File: src/rtl/wavegen_pkg.sv
// Shared encodings for the waveform-generator sweep controller.
package wavegen_pkg;

  localparam int STEP_WIDTH_DEF = 12;

  typedef enum logic [1:0] {
    MODE_SINGLE = 2'd0,
    MODE_REPEAT = 2'd1,
    MODE_UPDOWN = 2'd2
  } mode_e;

  typedef enum logic {
    ST_IDLE = 1'b0,
    ST_RUN  = 1'b1
  } state_e;

  // The reserved encoding runs as a single sweep.
  function automatic mode_e decode_mode(input logic [1:0] m);
    case (m)
      2'd1:    return MODE_REPEAT;
      2'd2:    return MODE_UPDOWN;
      default: return MODE_SINGLE;
    endcase
  endfunction

endpackage

File: src/rtl/wavegen_sweep_ctrl_if.sv
// Config/control bus between the register block and the sweep controller,
// plus the strobed step/range feed towards the wave generator.
interface wavegen_sweep_ctrl_if #(
  parameter int STEP_WIDTH  = 12,
  parameter int DWELL_WIDTH = 16,
  parameter int COUNT_WIDTH = 16
);

  logic [STEP_WIDTH-1:0]  cfg_start_step;
  logic [STEP_WIDTH-1:0]  cfg_stop_step;
  logic [STEP_WIDTH-1:0]  cfg_inc;
  logic [DWELL_WIDTH-1:0] cfg_dwell;
  logic [STEP_WIDTH-1:0]  cfg_range;
  logic [1:0]             cfg_mode;
  logic                   start;
  logic                   abort;
  logic [STEP_WIDTH-1:0]  step_out;
  logic [STEP_WIDTH-1:0]  range_out;
  logic                   step_update;
  logic                   busy;
  logic                   done;
  logic [COUNT_WIDTH-1:0] sweep_count;

  modport master (
    output cfg_start_step, cfg_stop_step, cfg_inc, cfg_dwell, cfg_range, cfg_mode,
    output start, abort,
    input  step_out, range_out, step_update, busy, done, sweep_count
  );

  modport slave (
    input  cfg_start_step, cfg_stop_step, cfg_inc, cfg_dwell, cfg_range, cfg_mode,
    input  start, abort,
    output step_out, range_out, step_update, busy, done, sweep_count
  );

endinterface

File: src/rtl/wavegen_dwell_timer.sv
// Dwell countdown: a load holds the current step for max(value,1) cycles,
// expire_o is high on the last hold cycle.
module wavegen_dwell_timer #(
  parameter int DWELL_WIDTH = 16
) (
  input  logic                   clk,
  input  logic                   reset,
  input  logic                   load_i,
  input  logic [DWELL_WIDTH-1:0] value_i,
  output logic                   expire_o
);

  logic [DWELL_WIDTH-1:0] cnt_q, cnt_d;

  always_comb begin
    cnt_d = cnt_q;
    if (load_i) begin
      cnt_d = (value_i == '0) ? '0 : value_i - DWELL_WIDTH'(1);
    end else if (cnt_q != '0) begin
      cnt_d = cnt_q - DWELL_WIDTH'(1);
    end
  end

  always_ff @(posedge clk) begin
    if (reset) cnt_q <= '0;
    else       cnt_q <= cnt_d;
  end

  assign expire_o = (cnt_q == '0);

endmodule

File: src/rtl/wavegen_sweep_ctrl.sv
// Frequency-sweep scheduler: walks step from start to stop in inc increments,
// holding each value for the dwell time, in single/repeat/triangle modes.
module wavegen_sweep_ctrl
  import wavegen_pkg::*;
#(
  parameter int STEP_WIDTH  = STEP_WIDTH_DEF,
  parameter int DWELL_WIDTH = 16,
  parameter int COUNT_WIDTH = 16
) (
  input  logic                clk,
  input  logic                reset,
  wavegen_sweep_ctrl_if.slave bus
);

  localparam int SW = STEP_WIDTH;

  state_e                 state_q, state_d;
  mode_e                  mode_q, mode_d;
  logic [SW-1:0]          step_q, step_d;
  logic [SW-1:0]          range_q, range_d;
  logic [SW-1:0]          start_q, start_d;
  logic [SW-1:0]          stop_q, stop_d;
  logic [SW-1:0]          inc_q, inc_d;
  logic [DWELL_WIDTH-1:0] dwell_q, dwell_d;
  logic                   down_q, down_d;
  logic                   upd_q, upd_d;
  logic                   done_q, done_d;
  logic [COUNT_WIDTH-1:0] cnt_q, cnt_d;

  logic                   tmr_load, tmr_expire;
  logic [DWELL_WIDTH-1:0] tmr_val;

  // One extra bit catches wrap past the top of the step range and
  // borrow below zero.
  logic [SW:0] up_sum, dn_diff;
  logic        up_ok, dn_ok;

  assign up_sum  = {1'b0, step_q} + {1'b0, inc_q};
  assign dn_diff = {1'b0, step_q} - {1'b0, inc_q};
  assign up_ok   = (up_sum <= {1'b0, stop_q});
  assign dn_ok   = !dn_diff[SW] && (dn_diff[SW-1:0] >= start_q);

  wavegen_dwell_timer #(.DWELL_WIDTH(DWELL_WIDTH)) u_dwell (
    .clk      (clk),
    .reset    (reset),
    .load_i   (tmr_load),
    .value_i  (tmr_val),
    .expire_o (tmr_expire)
  );

  always_comb begin
    state_d  = state_q;
    mode_d   = mode_q;
    step_d   = step_q;
    range_d  = range_q;
    start_d  = start_q;
    stop_d   = stop_q;
    inc_d    = inc_q;
    dwell_d  = dwell_q;
    down_d   = down_q;
    cnt_d    = cnt_q;
    upd_d    = 1'b0;
    done_d   = 1'b0;
    tmr_load = 1'b0;
    tmr_val  = dwell_q;

    if (bus.abort) begin
      state_d = ST_IDLE;
      step_d  = '0;
      upd_d   = (step_q != '0);
    end else begin
      case (state_q)
        ST_IDLE: begin
          if (bus.start) begin
            start_d  = bus.cfg_start_step;
            stop_d   = bus.cfg_stop_step;
            inc_d    = bus.cfg_inc;
            dwell_d  = bus.cfg_dwell;
            mode_d   = decode_mode(bus.cfg_mode);
            range_d  = bus.cfg_range;
            step_d   = bus.cfg_start_step;
            down_d   = 1'b0;
            cnt_d    = '0;
            upd_d    = 1'b1;
            state_d  = ST_RUN;
            tmr_load = 1'b1;
            tmr_val  = bus.cfg_dwell;
          end
        end
        default: begin
          // inc of zero is a constant tone: no advance, no strobe.
          if (tmr_expire && (inc_q != '0)) begin
            tmr_load = 1'b1;
            upd_d    = 1'b1;
            if (!down_q && up_ok) begin
              step_d = up_sum[SW-1:0];
            end else if (!down_q && dn_ok && (mode_q == MODE_UPDOWN)) begin
              step_d = dn_diff[SW-1:0];
              down_d = 1'b1;
            end else if (down_q && dn_ok) begin
              step_d = dn_diff[SW-1:0];
            end else begin
              cnt_d = cnt_q + COUNT_WIDTH'(1);
              case (mode_q)
                MODE_REPEAT: step_d = start_q;
                MODE_UPDOWN: begin
                  // step_q sits at start here; a too-narrow span re-emits start.
                  down_d = 1'b0;
                  step_d = up_ok ? up_sum[SW-1:0] : start_q;
                end
                default: begin
                  state_d  = ST_IDLE;
                  upd_d    = 1'b0;
                  done_d   = 1'b1;
                  tmr_load = 1'b0;
                end
              endcase
            end
          end
        end
      endcase
    end
  end

  always_ff @(posedge clk) begin
    if (reset) begin
      state_q <= ST_IDLE;
      mode_q  <= MODE_SINGLE;
      step_q  <= '0;
      range_q <= '0;
      start_q <= '0;
      stop_q  <= '0;
      inc_q   <= '0;
      dwell_q <= '0;
      down_q  <= 1'b0;
      upd_q   <= 1'b0;
      done_q  <= 1'b0;
      cnt_q   <= '0;
    end else begin
      state_q <= state_d;
      mode_q  <= mode_d;
      step_q  <= step_d;
      range_q <= range_d;
      start_q <= start_d;
      stop_q  <= stop_d;
      inc_q   <= inc_d;
      dwell_q <= dwell_d;
      down_q  <= down_d;
      upd_q   <= upd_d;
      done_q  <= done_d;
      cnt_q   <= cnt_d;
    end
  end

  assign bus.step_out    = step_q;
  assign bus.range_out   = range_q;
  assign bus.step_update = upd_q;
  assign bus.busy        = (state_q == ST_RUN);
  assign bus.done        = done_q;
  assign bus.sweep_count = cnt_q;

endmodule

File: src/flat_wrapper.sv
// flat-port wrapper written by rule: the top's interface ports become plain ports
module wavegen_sweep_ctrl_flat import wavegen_pkg::*;
#(
  parameter int STEP_WIDTH  = STEP_WIDTH_DEF,
  parameter int DWELL_WIDTH = 16,
  parameter int COUNT_WIDTH = 16
)
  (clk, reset, bus_cfg_start_step, bus_cfg_stop_step, bus_cfg_inc, bus_cfg_dwell, bus_cfg_range, bus_cfg_mode, bus_start, bus_abort, bus_step_out, bus_range_out, bus_step_update, bus_busy, bus_done, bus_sweep_count);
  wavegen_sweep_ctrl_if #(.STEP_WIDTH(STEP_WIDTH), .DWELL_WIDTH(DWELL_WIDTH), .COUNT_WIDTH(COUNT_WIDTH)) bus_i ();
  input  logic clk;
  input  logic reset;
  input wire logic [$bits(bus_i.cfg_start_step)-1:0] bus_cfg_start_step;
  input wire logic [$bits(bus_i.cfg_stop_step)-1:0] bus_cfg_stop_step;
  input wire logic [$bits(bus_i.cfg_inc)-1:0] bus_cfg_inc;
  input wire logic [$bits(bus_i.cfg_dwell)-1:0] bus_cfg_dwell;
  input wire logic [$bits(bus_i.cfg_range)-1:0] bus_cfg_range;
  input wire logic [$bits(bus_i.cfg_mode)-1:0] bus_cfg_mode;
  input wire logic [$bits(bus_i.start)-1:0] bus_start;
  input wire logic [$bits(bus_i.abort)-1:0] bus_abort;
  output wire logic [$bits(bus_i.step_out)-1:0] bus_step_out;
  output wire logic [$bits(bus_i.range_out)-1:0] bus_range_out;
  output wire logic [$bits(bus_i.step_update)-1:0] bus_step_update;
  output wire logic [$bits(bus_i.busy)-1:0] bus_busy;
  output wire logic [$bits(bus_i.done)-1:0] bus_done;
  output wire logic [$bits(bus_i.sweep_count)-1:0] bus_sweep_count;
  assign bus_i.cfg_start_step = bus_cfg_start_step;
  assign bus_i.cfg_stop_step = bus_cfg_stop_step;
  assign bus_i.cfg_inc = bus_cfg_inc;
  assign bus_i.cfg_dwell = bus_cfg_dwell;
  assign bus_i.cfg_range = bus_cfg_range;
  assign bus_i.cfg_mode = bus_cfg_mode;
  assign bus_i.start = bus_start;
  assign bus_i.abort = bus_abort;
  assign bus_step_out = bus_i.step_out;
  assign bus_range_out = bus_i.range_out;
  assign bus_step_update = bus_i.step_update;
  assign bus_busy = bus_i.busy;
  assign bus_done = bus_i.done;
  assign bus_sweep_count = bus_i.sweep_count;
  wavegen_sweep_ctrl #(.STEP_WIDTH(STEP_WIDTH), .DWELL_WIDTH(DWELL_WIDTH), .COUNT_WIDTH(COUNT_WIDTH)) u_core (.clk(clk), .reset(reset), .bus(bus_i));
endmodule
File: config.mk
export PLATFORM = sky130hd
export DESIGN_NAME = wavegen_sweep_ctrl_flat
export DESIGN_NICKNAME = d
export VERILOG_FILES = /design/src/rtl/wavegen_pkg.sv /design/src/rtl/wavegen_sweep_ctrl_if.sv /design/src/rtl/wavegen_dwell_timer.sv /design/src/rtl/wavegen_sweep_ctrl.sv /design/src/flat_wrapper.sv
export SDC_FILE = /design/constraint.sdc
export NUM_CORES = 1
export LEC_CHECK = 0
export CAP_MARGIN = 20
export CORE_ASPECT_RATIO = 0.75
export CORE_MARGIN = 3
export CORE_UTILIZATION = 33
export DETAILED_ROUTE_END_ITERATION = 16
export PLACE_DENSITY = 0.54
export SKIP_LAST_GASP = 1
export SYNTH_ARGS = -nofsm -noshare
export SYNTH_HDL_FRONTEND = slang
export SYNTH_HIERARCHICAL = 1
export SYNTH_SLANG_ARGS = --single-unit
File: constraint.sdc
create_clock -name clk -period 6.4 [get_ports clk]
set_input_delay 1.28 -clock clk [delete_from_list [all_inputs] [get_ports clk]]
set_output_delay 1.28 -clock clk [all_outputs]
set_load 0.005 [all_outputs]
---- Yosys cells after proc, flatten, opt, wreduce, memory -nomap -nowiden ----
Index checks and enable logic that the tools add are counted.
W data, S select, Z words.
word-level totals
  flip-flop bits (word level) ............. 114
  input bits .............................. 70
  output and inout bits ................... 43
cells by class
  add/sub/neg operators ................... 5
  magnitude comparators ................... 2
  equal/unequal tests ..................... 11
  multiplexer cells ....................... 40
  bitwise logic cells ..................... 3
  reductions and logical operators ........ 22
operators with widths
  kind                     count
  $mux W16                 12
  $mux W12                 7
  $logic_not A16 Y1        2
  $sub A16 B1 Y16 const B  2
  $pmux W12 S2             1
  $reduce_bool A12 Y1      2
  $mux W1                  19
  $add A16 B1 Y16 const B  1
  $reduce_bool A16 Y1      1
  $add A12 B12 Y13         1
  $le A13 B12 Y1           1
  $sub A12 B12 Y13         1
  $ge A12 B12 Y1           1
  $reduce_and A6 Y1        2
  $ne A2 B2 Y1 const B     4
  $reduce_or A7 Y1         1
  $logic_and A1 B1 Y1      6
  $ne A3 B3 Y1 const B     2
  $ne A6 B6 Y1 const B     1
  $reduce_and A3 Y1        2
  $eq A2 B1 Y1 const B     2
  $eq A2 B2 Y1 const B     2
  $pmux W2 S2              1
  $reduce_bool A2 Y1       2
  other kinds (3)          7

---- Logic depth before layout (Yosys ltp) ----
  word-level depth ........................ 11
  depth in mapped cells ................... 23
  depth with buffers taken out ............ 22

---- Modules after synthesis ----
Netlist, hierarchy kept.
modules (own cells, without submodules)
  module               times used  cells an instance  area each (um2)  seq. area each (um2)
  wavegen_sweep_ctrl   1           828                6,297.3          1,961.9
  wavegen_dwell_timer  1           145                1,186.1          320.3

---- Worst setup path after synthesis ----
No wires, ideal clock.
  path type ............................... reg-to-reg
  start point ............................. reg u_core.step_q[0] (netlist: u_core/bus.step_out[0])
  end point ............................... reg u_core.u_dwell.cnt_q[9]
  setup time .............................. 0.075 ns
  arrival ................................. 4.576 ns
  data required time ...................... 6.325 ns
  slack ................................... 1.749 ns
  cell stages (with the launch flop) ...... 22
  buffers on the path ..................... 2
  cells stage by stage .................... dfxtp_1 > inv_1 > ha_1 > fa_1 > nor2b_4 > o31a_1 > o221ai_1 > a2111oi_0 > a211o_1 > ha_1 > nand4_1 > nor2_1 > a211oi_1 > clkbuf_1 > o31ai_1 > nand2b_1 > a21oi_1 > nor2_1 > or2_2 > clkbuf_1 > or2_2 > o22ai_1
between the ends
  longest elaborated chain between the ends .. 11
  elaborated cells on any way between the ends .. 18
  those cells by class .................... 2 x add/sub; 2 x order compare; 7 x mux; 7 x reduce/logical
RTL lines
  what                                                       line                                                 RTL
  start, declared                                            wavegen_sweep_ctrl.sv:19                             logic [SW-1:0] step_q, step_d;
  start signal, assigned                                     wavegen_sweep_ctrl.sv:142                            step_q <= step_d;
  $sub A12 B12 Y13                                           wavegen_sweep_ctrl.sv:39                             assign dn_diff = {1'b0, step_q} - {1'b0, inc_q};
  $ge A12 B12 Y1 / $logic_not A1 Y1 (equally long branches)  wavegen_sweep_ctrl.sv:41                             assign dn_ok = !dn_diff[SW] && (dn_diff[SW-1:0] >= start_q);
  $logic_and A1 B1 Y1                                        wavegen_sweep_ctrl.sv:41
  $logic_and A1 B1 Y1 (on tied branches)                     wavegen_sweep_ctrl.sv:100, wavegen_sweep_ctrl.sv:97
  $mux W1 / $logic_and A1 B1 Y1 (equally long branches)      wavegen_sweep_ctrl.sv:100, wavegen_sweep_ctrl.sv:97
  $mux W1                                                    wavegen_sweep_ctrl.sv:97                             end else if (!down_q && dn_ok && (mode_q == MODE_UPDOWN)) begin
  $mux W1 (*)                                                wavegen_sweep_ctrl.sv:95                             if (!down_q && up_ok) begin
  $mux W1 (*)                                                wavegen_sweep_ctrl.sv:92                             if (tmr_expire && (inc_q != '0)) begin
  $mux W1 (*)                                                wavegen_sweep_ctrl.sv:72                             case (state_q)
  $mux W1 (*)                                                wavegen_sweep_ctrl.sv:67                             if (bus.abort) begin
  named net u_core.tmr_load                                  wavegen_sweep_ctrl.sv:30                             logic tmr_load, tmr_expire;
  $mux W16 / $reduce_bool A2 Y1 (equally long branches)      n/a
  end signal, assigned                                       wavegen_dwell_timer.sv:26                            else cnt_q <= cnt_d;
  end, declared                                              wavegen_dwell_timer.sv:13                            logic [DWELL_WIDTH-1:0] cnt_q, cnt_d;
Mark *: on every way through the listed nets, which the timed path passes. The rest lies on a longest branch.
A chain may end at the register's enable or synchronous reset.

---- Worst setup path after layout ----
  start point ............................. reg u_core.step_q[0] (netlist: u_core/bus.step_out[0])
  end point ............................... reg u_core.u_dwell.cnt_q[1]
Same word-level chain as after synthesis.

==> implementation parameters <==
Parameter                              Value

STA
  Post-Route Setup TNS ... 0 ps
  Highest clock rate ... 0.2030 GHz
  Period Utilization, post-route ... 76.98%
  Worst Skew ... 11.76 ps
  Max Slew Vio Count ... 0
  Setup-failing EPs final ... 0
  Min Tclk post-route ... 4927 ps
  Max_slew headroom ... 29.55%
  Final hold vios ... 0
  Setup repair after global routing missed its margin ... false
  Hold WS ... 452.9 ps
  Worst-margin pin slew ... 1053 ps
  Final setup slack of the worst path ... 1473 ps

Logic synthesis
  Mean post-synth cell area ... 7.691 sq um
  Nets in the synthesized netlist ... 1099
  Register area share after synthesis ... 30.50%
  #FFs+latches synth ... 114
  Number of synthesis warnings ... 6
  Most used flip-flop cell after synthesis ... dfxtp_1
  Cell variety after synth ... 81
  Share of synthesized registers carrying an async set or reset ... 0%
  Cell count after synthesis ... 973
  Number of synthesized flops with an enable pin ... 0
  Post-Syn Area ... 7483 sq um

Placement
  RD Place Congestion ... 0.9172
  Number of port buffers ... 112
  Inst Count DP ... 1337
  Post-Place Setup Slack ... 1595 ps
  Estimated wirelength of the detail-placed design ... 17270 um
  Cell Area, Placed ... 8833 sq um

Power and ir drop
  Share of total power in combinational logic ... 33.9%
  Relative contribution of sequential cells to total power ... 29.8%
  Design internal power ... 1.864 mW
  Switching power ... 1.001 mW
  Switching share of power ... 34.94%
  Max VDD drop ... 0.1910 mV
  Clock power frac ... 36.3%
  Power density of the placed cells ... 302.6 nW/um^2
  Pleak ... 3.667 nW

Clock tree
  Root Driver ... clkbuf_16
  Number of post-CTS setup repair buffers ... 0
  CTS tree ... done
  CTS HTree Levels ... 4
  Clk Latency, worst-skew pair ... 420 ps
  Post-cts hold buffer count ... 0
  Clock Pin Slew Worst Setup and Hold Paths ... 60 ps
  Clock sink count ... 114
  Number of buffers on the longest clock path ... 2
  Cells resized by post-CTS repair ... 0
  Num CTS Buffers ... 17

Global route
  Congestion Overflow GR ... 0
  First-pass GRT wire length ... 36970 um
  Via count of the first global-routing pass ... 6609
  Number of antenna violations at the first check in global routing ... 0
  Pin count of the biggest net entering global routing ... 55
  Overall global routing resource usage ... 18.80%

Critical path
  Crit path cell chain ... ha_1, fa_1, nor2b_1, o311a_1, o221a_2, o21ai_0, nand2b_1, xnor2_1, ha_1, a21o_1, a21oi_1, nand2_1, o21ai_0, nand4_1, nand2b_1, a21oi_1, nor2_1, buf_4, nand2b_1, nand2b_1, o22ai_1
  CP required ... 6740 ps
  WP data arrival ... 5270 ps
  Most prevalent standard cell on the critical path ... nand2b_1
  Critical path class ... reg -> reg
  Buffering stage count on the worst path with inverters included ... 1
  Slowest stage cell on the critical path ... fa_1
  Family with the most delay on the worst path ... compound AO/OA/AOI/OAI gates
  Category of the worst setup path capture point ... flip-flop
  Worst-path fanout max ... 13
  Element type at the critical path start ... flip-flop
  Biggest cell delay along the critical path ... 400 ps

Floorplan
  Horizontal extent of the die ... 179.9 um
  Core Region ... 22170 sq um
  Row count ... 47
  Area of the die ... 24540 sq um
  Initial core utilization ... 33.75%
  Height of the chip ... 136.4 um
  # IOs ... 113

Routing
  Wirelength per Cell ... 16.88 um
  First-pass DRT Iterations ... 5
  Final wirelength ... 23100 um
  1st-iter DRT viols ... 465
  Total via count after detailed routing ... 7274
  Final ANT Viol Nets ... 0
  Via/cell ratio ... 5.313
  Post-route DRC violation count ... 0

Final layout
  Number of fill cells ... 2258
  Final net count ... 1188
  Area growth from synthesis to layout ... 26.55%
  Layout cells sized above 1 ... 6.884%
  Final Non-Filler Cells ... 1369
  Count of inserted antenna diode cells ... 0
  Final design area excluding fillers ... 9470 sq um

Hold path
  Worst min-delay path category ... reg -> reg

Job
  Number of max-capacitance violations reported ... 0

Status
  Status ... finished clean
area by class of cell:
type	instances	area (sq um)	area share [%]
timing repair buffer	119	1169	12.34
tap	294	367.9	3.884
inverter	75	281.5	2.973
multi-input combinational	735	4733	49.98
clock inverter	12	180.2	1.902
clock buffer	20	456.7	4.822
sequential	114	2282	24.10
layout by cell type (no fill, tap or decap), types with 9 or more instances in the layout:
cell type / n
or3_1: 12
a21oi_1: 98
nor2_1: 57
or4_1: 9
a31oi_1: 21
dfxtp_1: 114
mux2i_1: 9
clkbuf_16: 17
nand2_1: 182
o22ai_1: 9
inv_1: 73
ha_1: 54
o2111ai_1: 10
nor4_1: 11
nor3_1: 17
nand2b_1: 23
o31ai_1: 9
o21a_1: 10
nand3_1: 13
xnor2_1: 25
o211ai_1: 17
xor2_1: 10
o21ai_0: 23
clkdlybuf4s50_1: 111
sequential cells by signal (all words and copies together) (netlist names):
| signal | cells |
|---|---|
| u_core/bus.range_out | 12 |
| u_core/inc_q | 12 |
| u_core/down_q | 1 |
| u_core/stop_q | 12 |
| u_core/bus.sweep_count | 16 |
| u_core/bus.step_update | 1 |
| u_core/bus.busy | 1 |
| u_core/dwell_q | 16 |
| u_core/start_q | 12 |
| u_core/mode_q | 2 |
| u_core/bus.done | 1 |
| u_core/u_dwell/cnt_q | 16 |
| u_core/bus.step_out | 12 |
metrics by stage:
| step | util (%) | total power, mW |
|---|---|---|
| floorplan | - | 1.557 |
| global placement | 39.84 | 1.829 |
| detailed placement | 39.84 | 1.823 |
| CTS | 42.72 | 2.881 |
| global route | 42.72 | 3.026 |
| finish | 42.72 | 2.865 |
path summary, 6_finish.rpt:
check / slack (ps) / endpoint / cells after the start / startpoint
max reg2reg: 1470 / u_core/u_dwell/cnt_q[1] / 21 / u_core/bus.step_out[0]
max: 1470 / u_core/u_dwell/cnt_q[1] / 21 / u_core/bus.step_out[0]
min reg2reg: 450 / u_core/stop_q[11] / 2 / u_core/stop_q[11]
min: 450 / u_core/stop_q[11] / 2 / u_core/stop_q[11]
cell usage after synthesis, types with 3 or more instances:
master	count	area, sq um
nand2_1	183	686.9
o31ai_1	9	67.56
buf_1	3	11.26
or3_1	12	75.07
a221oi_1	4	35.03
dfxtp_1	114	2282
a21oi_1	98	490.5
nor3_2	4	40.04
a211oi_1	5	37.54
o21ai_0	23	115.1
a31oi_1	22	137.6
nand4_1	6	37.54
or2_2	3	18.77
clkbuf_1	41	153.9
nand2b_1	23	143.9
buf_2	3	15.01
nand3b_1	6	45.04
nor4_1	11	68.82
ha_1	54	675.7
inv_1	73	274.0
o21a_1	10	75.07
nor3_1	17	85.08
o2111ai_1	10	87.58
xor2_1	10	87.58
o31a_1	3	26.28
o22ai_1	9	56.30
nor3b_1	3	22.52
o21ai_1	5	25.02
nor2b_1	5	31.28
nand3_1	13	65.06
nor2_1	58	217.7
xnor2_1	25	219.0
mux2i_1	9	90.09
o211ai_1	17	127.6
a21o_1	4	30.03
a211o_1	5	43.79
a2111o_1	6	67.56
or4_1	9	67.56
and3_1	4	25.02
power by group through the flow:
| stage | registers [mW] | clock network (mW) | logic (mW) |
|---|---|---|---|
| after global placement | 0.865 | 0 | 0.963 |
| after CTS | 0.851 | 1.07 | 0.965 |
| final | 0.854 | 1.04 | 0.972 |
| after detailed placement | 0.866 | 0 | 0.957 |
| after floorplan | 0.844 | 0 | 0.713 |
| after global routing | 0.863 | 1.09 | 1.07 |
per-layer routing:
layer / GRT usage, % / up-vias / part of all wire [%]
met5: 0 / - / 0
met4: 4.337 / 0 / 0.96
met3: 4.333 / 19 / 5.6
met2: 25.45 / 196 / 39
met1: 29.48 / 3438 / 54
li1: - / 3621 / -
worst min-delay path: stages, from the launching register on:
cell,delay [ps]
dfxtp_1,300
nand2_1,50
a21oi_1,50
kinds of logic (layout without fill, tap and decap cells):
kind of cell	count (synthesis)	in the layout	synth area share (%)
buffers and inverters	124	226	6.470
adder cells (fa/ha/maj)	56	56	9.564
AND/OR/NAND/NOR	372	372	24.11
XOR/XNOR	35	35	4.096
AO/OA/AOI/OAI	261	261	23.76
multiplexers	11	11	1.505
flip-flops	114	114	30.50
Note: power is estimated with default switching activity, not from simulation.
